File: src/rtl/shift_pkg.sv
`default_nettype none
// +----------------------------------------------------------------------------+
// | Module  : shift_pkg                                                        |
// | Purpose : Shared definitions for the shift_arbiter block:                  |
// |           shift direction codes, output-register state encoding and the    |
// |           round-robin priority search used to pick a requester.            |
// | Rev     : 1.0  initial release                                             |
// +----------------------------------------------------------------------------+
package shift_pkg;

   // Shift direction as presented on req_dir.
   localparam logic DIR_LEFT  = 1'b0;
   localparam logic DIR_RIGHT = 1'b1;

   // Widest arbiter the search function has to cover.
   localparam int unsigned c_max_req = 8;

   // Output result register: either empty or holding one result.
   typedef enum logic [0:0] {
      ST_EMPTY = 1'b0,
      ST_FULL  = 1'b1
   } out_state_t;

   // Result of the round-robin search.
   typedef struct packed {
      logic       found;
      logic [2:0] idx;
   } rr_pick_t;

   // Return the first asserted valid bit, starting at ptr and walking upward
   // with wrap at nreq. Bits of valid at or above nreq are ignored. Because
   // ptr < nreq and the offset is < nreq, a single subtraction implements the
   // modulo wrap.
   function automatic rr_pick_t rr_pick(
      input logic [7:0]  valid,
      input logic [2:0]  ptr,
      input int unsigned nreq
   );
      rr_pick_t    r;
      int unsigned cand;
      r = '0;
      for (int unsigned k = 0; k < c_max_req; k++) begin
         cand = int'(ptr) + k;
         if (cand >= nreq) begin
            cand = cand - nreq;
         end
         if ((k < nreq) && !r.found && valid[cand[2:0]]) begin
            r.found = 1'b1;
            r.idx   = cand[2:0];
         end
      end
      return r;
   endfunction

endpackage
`default_nettype wire

File: src/rtl/shift_arbiter_barrel_shifter.sv
`default_nettype none
// +----------------------------------------------------------------------------+
// | Module  : Bidirectional_Barrel_Shifter                                     |
// | Purpose : 8-bit logical barrel shifter, left or right by 0..7 bits.        |
// |           Vacated bits are filled with zero.                               |
// | Ports   : data_in  [7:0] operand                                           |
// |           shamt    [2:0] shift amount                                      |
// |           dir            0 = left, 1 = right                               |
// |           data_out [7:0] shifted result                                    |
// | Rev     : 1.0  initial release                                             |
// +----------------------------------------------------------------------------+
module Bidirectional_Barrel_Shifter
   import shift_pkg::*;
(
   input  logic [7:0] data_in,
   input  logic [2:0] shamt,
   input  logic       dir,
   output logic [7:0] data_out
);

   logic [7:0] w_pre;
   logic [7:0] w_s1;
   logic [7:0] w_s2;
   logic [7:0] w_s4;

   function automatic logic [7:0] bit_reverse(input logic [7:0] v);
      logic [7:0] r;
      r = '0;
      for (int b = 0; b < 8; b++) begin
         r[b] = v[7-b];
      end
      return r;
   endfunction

   // A right shift is done as reverse / shift-left / reverse, so only one
   // set of log-shifter stages is needed for both directions.
   always_comb begin
      w_pre    = (dir == DIR_RIGHT) ? bit_reverse(data_in) : data_in;
      w_s1     = shamt[0] ? {w_pre[6:0], 1'b0}  : w_pre;
      w_s2     = shamt[1] ? {w_s1[5:0],  2'b00} : w_s1;
      w_s4     = shamt[2] ? {w_s2[3:0],  4'h0}  : w_s2;
      data_out = (dir == DIR_RIGHT) ? bit_reverse(w_s4) : w_s4;
   end

endmodule
`default_nettype wire

File: src/rtl/shift_arbiter.sv
`default_nettype none
// +----------------------------------------------------------------------------+
// | Module  : shift_arbiter                                                    |
// | Purpose : Round-robin arbiter sharing one 8-bit barrel shifter among NREQ  |
// |           requesters. One request is granted per cycle; the shifted        |
// |           result is stored with the requester ID in a one-entry output     |
// |           register and held under backpressure.                            |
// | Ports   : clk, rst_n          clock, synchronous active-low reset          |
// |           req_valid/req_ready per-requester handshake (ready is one-hot)   |
// |           req_data  [8*NREQ]  operands                                     |
// |           req_shamt [3*NREQ]  shift amounts                                |
// |           req_dir   [NREQ]    directions (0 left, 1 right)                 |
// |           res_valid/res_ready result handshake                             |
// |           res_data  [8]       shifted result                               |
// |           res_id    [IDW]     index of the producing requester             |
// | Rev     : 1.0  initial release                                             |
// +----------------------------------------------------------------------------+
module shift_arbiter
   import shift_pkg::*;
#(
   parameter  int unsigned NREQ = 2,
   localparam int          IDW  = $clog2(NREQ)
) (
   input  logic              clk,
   input  logic              rst_n,
   input  logic [NREQ-1:0]   req_valid,
   output logic [NREQ-1:0]   req_ready,
   input  logic [8*NREQ-1:0] req_data,
   input  logic [3*NREQ-1:0] req_shamt,
   input  logic [NREQ-1:0]   req_dir,
   output logic              res_valid,
   input  logic              res_ready,
   output logic [7:0]        res_data,
   output logic [IDW-1:0]    res_id
);

   out_state_t     r_state;
   out_state_t     w_state_next;
   logic [IDW-1:0] r_ptr;
   logic [7:0]     r_res_data;
   logic [IDW-1:0] r_res_id;

   rr_pick_t       w_pick;
   logic           w_idx_ok;
   logic [IDW-1:0] w_gidx;
   logic           w_can_issue;
   logic           w_accept;
   logic           w_drain;
   logic [NREQ-1:0] w_grant;
   logic [7:0]     w_opnd;
   logic [2:0]     w_shamt;
   logic           w_dir;
   logic [7:0]     w_shifted;

   // Priority search depends only on valid bits and the pointer, so
   // req_ready never depends on payload.
   assign w_pick   = rr_pick(8'(req_valid), 3'(r_ptr), NREQ);
   // The search never returns an index >= NREQ; the guard keeps the upper
   // index bits meaningful when IDW is narrower than the search width.
   assign w_idx_ok = ({1'b0, w_pick.idx} < 4'(NREQ));
   assign w_gidx   = w_pick.idx[IDW-1:0];

   // A new result may be issued if the register is empty or is being
   // drained this same cycle (back-to-back, no bubble).
   assign w_can_issue = (r_state == ST_EMPTY) | res_ready;
   assign w_accept    = rst_n & w_can_issue & w_pick.found & w_idx_ok;
   assign w_drain     = (r_state == ST_FULL) & res_ready;

   always_comb begin
      w_grant = '0;
      if (w_accept) begin
         w_grant[w_gidx] = 1'b1;
      end
   end

   assign req_ready = w_grant;

   // Payload mux for the granted requester.
   always_comb begin
      w_opnd  = '0;
      w_shamt = '0;
      w_dir   = DIR_LEFT;
      for (int i = 0; i < int'(NREQ); i++) begin
         if (w_gidx == IDW'(i)) begin
            w_opnd  = req_data[8*i +: 8];
            w_shamt = req_shamt[3*i +: 3];
            w_dir   = req_dir[i];
         end
      end
   end

   Bidirectional_Barrel_Shifter u_shifter (
      .data_in  (w_opnd),
      .shamt    (w_shamt),
      .dir      (w_dir),
      .data_out (w_shifted)
   );

   // Output-register FSM: next state.
   always_comb begin
      w_state_next = r_state;
      case (r_state)
         ST_EMPTY: begin
            if (w_accept) begin
               w_state_next = ST_FULL;
            end
         end
         ST_FULL: begin
            if (w_drain && !w_accept) begin
               w_state_next = ST_EMPTY;
            end
         end
         default: begin
            w_state_next = ST_EMPTY;
         end
      endcase
   end

   // State, pointer and result register.
   always_ff @(posedge clk) begin
      if (!rst_n) begin
         r_state    <= ST_EMPTY;
         r_ptr      <= '0;
         r_res_data <= '0;
         r_res_id   <= '0;
      end else begin
         r_state <= w_state_next;
         if (w_accept) begin
            r_res_data <= w_shifted;
            r_res_id   <= w_gidx;
            r_ptr      <= (w_gidx == IDW'(NREQ - 1)) ? '0 : (w_gidx + IDW'(1));
         end
      end
   end

   assign res_valid = (r_state == ST_FULL);
   assign res_data  = r_res_data;
   assign res_id    = r_res_id;

endmodule
`default_nettype wire

File: config.mk
export PLATFORM = sky130hd
export DESIGN_NAME = shift_arbiter
export DESIGN_NICKNAME = d
export VERILOG_FILES = /design/src/rtl/shift_pkg.sv /design/src/rtl/shift_arbiter_barrel_shifter.sv /design/src/rtl/shift_arbiter.sv
export SDC_FILE = /design/constraint.sdc
export NUM_CORES = 1
export LEC_CHECK = 0
export ABC_AREA = 1
export CORE_AREA = 2 2 53 55
export DETAILED_ROUTE_END_ITERATION = 16
export DIE_AREA = 0 0 55 57
export PLACE_DENSITY_LB_ADDON = 0.3
export SLEW_MARGIN = 20
export SYNTH_ARGS = -nofsm -noshare
export SYNTH_HDL_FRONTEND = slang
export SYNTH_SLANG_ARGS = --single-unit
File: constraint.sdc
create_clock -name clk -period 1.7 [get_ports clk]
set_input_delay 0.34 -clock clk [delete_from_list [all_inputs] [get_ports clk]]
set_output_delay 0.34 -clock clk [all_outputs]
set_load 0.01 [all_outputs]
Word-level counts from Yosys, hierarchy flattened
Index checks and enable logic that the tools add are counted.
{"block": "classes", "n_addsub": 4, "order_cmp": 7, "mux": 23, "n_bitwise": 6, "reduce_logical": 5}
{"operator": "$mux W8", "n": 6}
{"operator": "$mux W3", "n": 3}
{"operator": "$lt A3 B4 Y1 const B", "n": 2}
{"operator": "$mux W4", "n": 2}
{"operator": "$mux W1", "n": 7}
{"operator": "$bmux W1 S3", "n": 2}
{"operator": "$and A1 B1 Y1", "n": 4}
{"operator": "$logic_and A1 B1 Y1", "n": 3}
{"operator": "$lt A3 B2 Y1 const B", "n": 1}
{"operator": "$sub A1 B2 Y3 const B", "n": 1}
{"operator": "$sub A2 B2 Y3 const B", "n": 1}
{"operator": "$add A1 B1 Y2 const B", "n": 1}
{"operator": "$ge A1 B2 Y1 const B", "n": 1}
{"operator": "$ge A2 B2 Y1 const B", "n": 1}
{"operator": "$logic_not A1 Y1", "n": 2}
{"operator": "$lt A1 B2 Y1 const B", "n": 1}
{"operator": "$mux W2", "n": 1}
{"operator": "$pmux W1 S2", "n": 1}
{"operator": "$add A1 B1 Y1 const B", "n": 1}
{"operator": "$demux W1 S1", "n": 1}
{"operator": "$ge A1 B1 Y1 const B", "n": 1}
{"operator": "$not A1 Y1", "n": 1}
{"operator": "$or A1 B1 Y1", "n": 1}
{"block": "word_totals", "reg_bits": 11, "inputBits": 29, "out_inout_bits": 12, "wordCells": 49}

Depth between registers and ports, before layout
{"block": "depth", "depth_word": 14, "mapped_depth": 13, "mapped_depth_nobuf": 12}

By module
From an unflattened synthesis, not the netlist that was laid out.
{"block": "unflattened", "cells_unflattened": 189, "hier_area_um2": 1113.6}
{"mod": "shift_arbiter", "instances": 1, "cells_per_inst": 96, "area_each_um2": 598.1, "seq_area_each_um2": 220.2}
{"mod": "Bidirectional_Barrel_Shifter", "instances": 1, "cells_per_inst": 93, "area_each_um2": 515.5, "seq_area_each_um2": 0.0}

Least setup slack after synthesis
OpenSTA, ideal clock, no wires.
{"block": "synth_timing", "kind": "input port to output port", "start": "input req_valid[1]", "end": "output req_ready[0]", "t_arrival_ns": 1.331, "required_time_ns": 1.360, "slack_ns": 0.029, "stages": 6, "n_path_buf": 2, "path_cell_list": "buf_2 -> nor2_1 -> nor3_2 -> inv_2 -> buf_2 -> a21oi_1"}
{"block": "synth_via", "elab_chain_cells": 11, "word_cells_on_any_way": 17, "cone_classes": "3 x order compare; 9 x mux; 2 x bitwise; 3 x reduce/logical"}
{"item": "start, declared", "line_no": "shift_arbiter.sv:26", "source": "input logic [NREQ-1:0] req_valid,"}
{"item": "$bmux W1 S3", "line_no": "shift_pkg.sv:47", "source": "if ((k < nreq) && !r.found && valid[cand[2:0]]) begin"}
{"item": "$mux W1 (implied by the code)", "line_no": "shift_pkg.sv:47"}
{"item": "$mux W4", "line_no": "shift_pkg.sv:47"}
{"item": "$logic_not A1 Y1", "line_no": "shift_pkg.sv:47"}
{"item": "$logic_and A1 B1 Y1", "line_no": "shift_pkg.sv:47"}
{"item": "$mux W4 *", "line_no": "shift_pkg.sv:47"}
{"item": "$lt A1 B2 Y1 (implied by the code) or $ge A1 B1 Y1 (tied branches)", "line_no": "shift_arbiter.sv:72", "source": "w_grant[w_gidx] = 1'b1;"}
{"item": "$logic_and A1 B1 Y1 (implied by the code)", "line_no": "shift_arbiter.sv:72"}
{"item": "$mux W1 (implied by the code)", "line_no": "shift_arbiter.sv:72"}
{"item": "$demux W1 S1", "line_no": "shift_arbiter.sv:72"}
{"item": "$mux W2 *", "line_no": "shift_arbiter.sv:71", "source": "if (w_accept) begin"}
{"item": "end, declared", "line_no": "shift_arbiter.sv:27", "source": "output logic [NREQ-1:0] req_ready,"}
Every way passes the cells marked *; elsewhere a longest branch is shown, timed or not. The select of a mux whose other input is x is not followed.

Worst setup path in the final report
{"block": "layout_timing", "start": "input req_valid[0]", "end": "register r_res_data[2], in the netlist res_data[2]"}
{"block": "layout_via", "elab_chain_cells": 12, "word_cells_on_any_way": 19, "cone_classes": "1 x order compare; 14 x mux; 2 x bitwise; 2 x reduce/logical"}
{"item": "$bmux W1 S3", "line_no": "shift_pkg.sv:47"}
{"item": "$mux W1 (implied by the code)", "line_no": "shift_pkg.sv:47"}
{"item": "$mux W4", "line_no": "shift_pkg.sv:47"}
{"item": "$logic_not A1 Y1", "line_no": "shift_pkg.sv:47"}
{"item": "$logic_and A1 B1 Y1", "line_no": "shift_pkg.sv:47"}
{"item": "$mux W4 *", "line_no": "shift_pkg.sv:47"}
{"item": "$mux W8 or $mux W1 (tied branches)", "line_no": "shift_arbiter.sv:84", "source": "if (w_gidx == IDW'(i)) begin"}
{"item": "$mux W8", "line_no": "shift_arbiter_barrel_shifter.sv:38", "source": "w_pre = (dir == DIR_RIGHT) ? bit_reverse(data_in) : data_in;"}
{"item": "$mux W8", "line_no": "shift_arbiter_barrel_shifter.sv:39", "source": "w_s1 = shamt[0] ? {w_pre[6:0], 1'b0} : w_pre;"}
{"item": "$mux W8", "line_no": "shift_arbiter_barrel_shifter.sv:40", "source": "w_s2 = shamt[1] ? {w_s1[5:0], 2'b00} : w_s1;"}
{"item": "$mux W8", "line_no": "shift_arbiter_barrel_shifter.sv:41", "source": "w_s4 = shamt[2] ? {w_s2[3:0], 4'h0} : w_s2;"}
{"item": "$mux W8", "line_no": "shift_arbiter_barrel_shifter.sv:42", "source": "data_out = (dir == DIR_RIGHT) ? bit_reverse(w_s4) : w_s4;"}
{"item": "end signal, assigned", "line_no": "shift_arbiter.sv:129", "source": "r_res_data <= w_shifted;"}
{"item": "end, declared", "line_no": "shift_arbiter.sv:40", "source": "logic [7:0] r_res_data;"}
Marks and branches as above.
A chain may end at the register's enable or synchronous reset.

==> results by group <==
Synth
  • Count of cell types in the netlist: 21
  • Number of synthesis warnings: 0
  • Post-Synthesis Cells: 180
  • Syn_nets: between 200 and 250
  • Top-count cell post-synth: nand2_1
  • Area leader, netlist: nand3_1
  • Register area share after synthesis: 0.2118
  • Post-synth EDFFs: 0
  • Synth top area share: 0.2407
  • Post-synth top cells: 52 x nand2_1, 50 x nand3_1, 18 x inv_1
  • Asr flop ratio synth: 0
  • Synth Register Bits: 11
  • Primary FF master, synth: dfxtp_1
  • Mean post-synth cell area: 5.776 um^2
  • Synth area leaders: nand3_1 24%, dfxtp_1 21%, nand2_1 19%, inv_1 6.5%, a21oi_1 6.3%
  • Cell area after synthesis: 0.001040 mm^2

Placed design
  • Final GP Congestion: 0.9375
  • Placed cells: 261
  • Buffers on Ports: 40
  • DP Wirelength: 2.023 mm

Timing
  • Setup violators final: 8
  • Final min period: between 1.5 and 2 ns
  • Setup TNS Final: -0.1348 ns
  • Worst-Margin Slew: about 0.28 ns
  • Relative slew slack: 0.8104
  • FMAX: 0.5800 GHz
  • Max Slew Vio Count: 0
  • Crit path setup slack, layout: -0.02414 ns
  • Minimum hold slack: 0.4484 ns
  • Period utilisation layout: 1.014
  • RSZ-0062 raised after global routing: yes
  • Clock Skew: 0.003057 ns
  • Final hold viol count: 0

Final layout
  • Final core utilization: 0.7440
  • Area growth syn-to-layout: 87.12%
  • # diodes: 0
  • Count of non-filler cells in the finished layout: 281
  • Ratio of cells with drive above 1 in the final layout: 0.3920
  • Nets: 280

Route
  • Vias/cell: around 5.4
  • DRC errors left: 0
  • Initial drt markers: 43
  • WL final: approximately 3.8 mm
  • Vias: 1509
  • Wire per inst: 13.37 um
  • Pre-antenna DRT Iters: 4
  • Antenna Nets Post-Route: 0

Clocking
  • CTS tree: built
  • CTS H-tree depth: 1
  • CTS Sinks: 11
  • Clock Latency Late Sink: 0.27 ns
  • Clk slew on worst S/H paths: 0.07 ns
  • Clock buffer count from CTS: 3
  • Root Driver: clkbuf_4
  • Clk buf depth: 2

Setup path
  • CP arrival: between 1.5 and 2 ns
  • Startpoint class of the critical path: input port
  • Nature of the critical path endpoint: flop
  • WS Path Type: in2reg
  • Worst endpoint required time: about 1.9 ns
  • Max FO, Critical Path: 7

Floorplanning
  • Die Height: 57 um
  • Die area: around 0.0031 mm^2
  • Initial Utilization: 0.3976
  • Die width: 55 um
  • Core Box Area: ~0.0026 mm^2
  • Row Count: 19
  • # IOs: slightly above 40

GRT
  • Initial antenna violation count: 0
  • Met2 usage: 0.3707
  • Largest net degree at the start of global routing: 16
  • Top Usage Layer GRT: met2
  • GRT Util Overall: 0.2240
  • Met1 track demand over resource: 0.2936
  • GRT overflow: 0
  • First-pass GRT wire length: between 5 and 6 mm
  • Number of global-route vias before repair: between 1000 and 1500
  • Routing usage on met3: 0.05236

Outcome
  • Status: finished with violations
  • Failing checks: negative setup slack

Worst hold path
  • Min-delay worst type: in2reg

Pwr
  • Peak supply drop: 0.0007473 V
  • Overall power: 1105 uW
  • P_leak: between 0.0009 and 0.001 uW
  • Power Density: approximately 570 mW/mm^2

Run
  • Max-cap violations: 0
-- timing repair --
item,in CTS,in global routing
hold buffers,0,0
buffers inserted,11,3
pin swaps,11,9
gates resized for setup,43,32
gates cloned,2,0
endpoints found under the setup margin,10,11
hold endpoints to repair,0,0
-- logic make-up after synthesis --
logic type,Yosys count,synth area share
AOI/OAI and AO/OA,23,0.1276
buffers and inverters,28,0.1227
and+or+nand+nor,118,0.5379
DFF,11,0.2118
-- stage by stage --
stage,cell area [um^2],setup WS [ns]
after floorplan,1040,0.02930
after global placement,1558,-0.5478
after detailed placement,1558,-0.5680
after CTS,1792,-0.004770
after global routing,1946,-0.1295
final,1946,-0.02414
-- worst paths after layout --
path	start	cells after the start	end	slack, ns
max reg2reg	r_ptr	12	res_data[2]	-0.02
max	req_valid[0]	13	res_data[2]	-0.02
min	res_ready	4	res_valid	0.45
min reg2reg	res_data[0]	2	res_data[0]	0.46
-- critical path, stage by stage --
cell and delay (ns):
clkdlybuf4s15_1 0.21, buf_6 0.11, nand2_4 0.07, buf_6 0.14, nand3b_1 0.19, nand2_4 0.13, nand2_2 0.11, nand3_2 0.10
nand3_2 0.12, nand3_2 0.08, a21oi_1 0.14, nand2_1 0.06, a21oi_1 0.11
-- layer usage --
| layer | wire length (um) | part of all wire | up-vias |
|---|---|---|---|
| met1 | 1476 | 0.39 | 702 |
| li1 | - | - | 744 |
| met4 | 69 | 0.018 | 0 |
| met2 | 2042 | 0.54 | 55 |
| met5 | 0 | 0 | - |
| met3 | 168 | 0.045 | 8 |
-- sequential cells by signal, indices dropped and copies added (netlist names) --
signal / count
res_data: 8
res_valid: 1
r_ptr: 1
res_id: 1
-- placed cells by master, fill, tap and decap left out, drive strengths merged --
master,netlist,routed
a211oi,1,1
a21oi,16,16
buf,6,34
clkbuf,1,4
clkdlybuf4s15,0,1
clkdlybuf4s50,0,34
dfxtp,11,11
dlygate4sd2,0,2
dlymetal6s2s,0,1
inv,21,21
nand2,57,58
nand3,51,51
nand3b,5,5
nor2,4,4
nor3,1,1
o21ai,6,6
-- area by class of cell --
cell class                 count  area, um^2
fill                         204       669.4
timing repair buffer          72       639.4
inverter                      21       78.83
clock buffer                   4       26.28
tap                           31       38.79
multi-input combinational    142       942.2
sequential                    11       220.2
-- where the power goes --
part           switching, uW  leakage, uW  internal [uW]
clock network           83.0    0.0000150           90.8
registers               9.59    0.0000904            279
logic                    348     0.000800            295
total                    441     0.000906            664
Note: power is estimated with default switching activity, not from simulation.
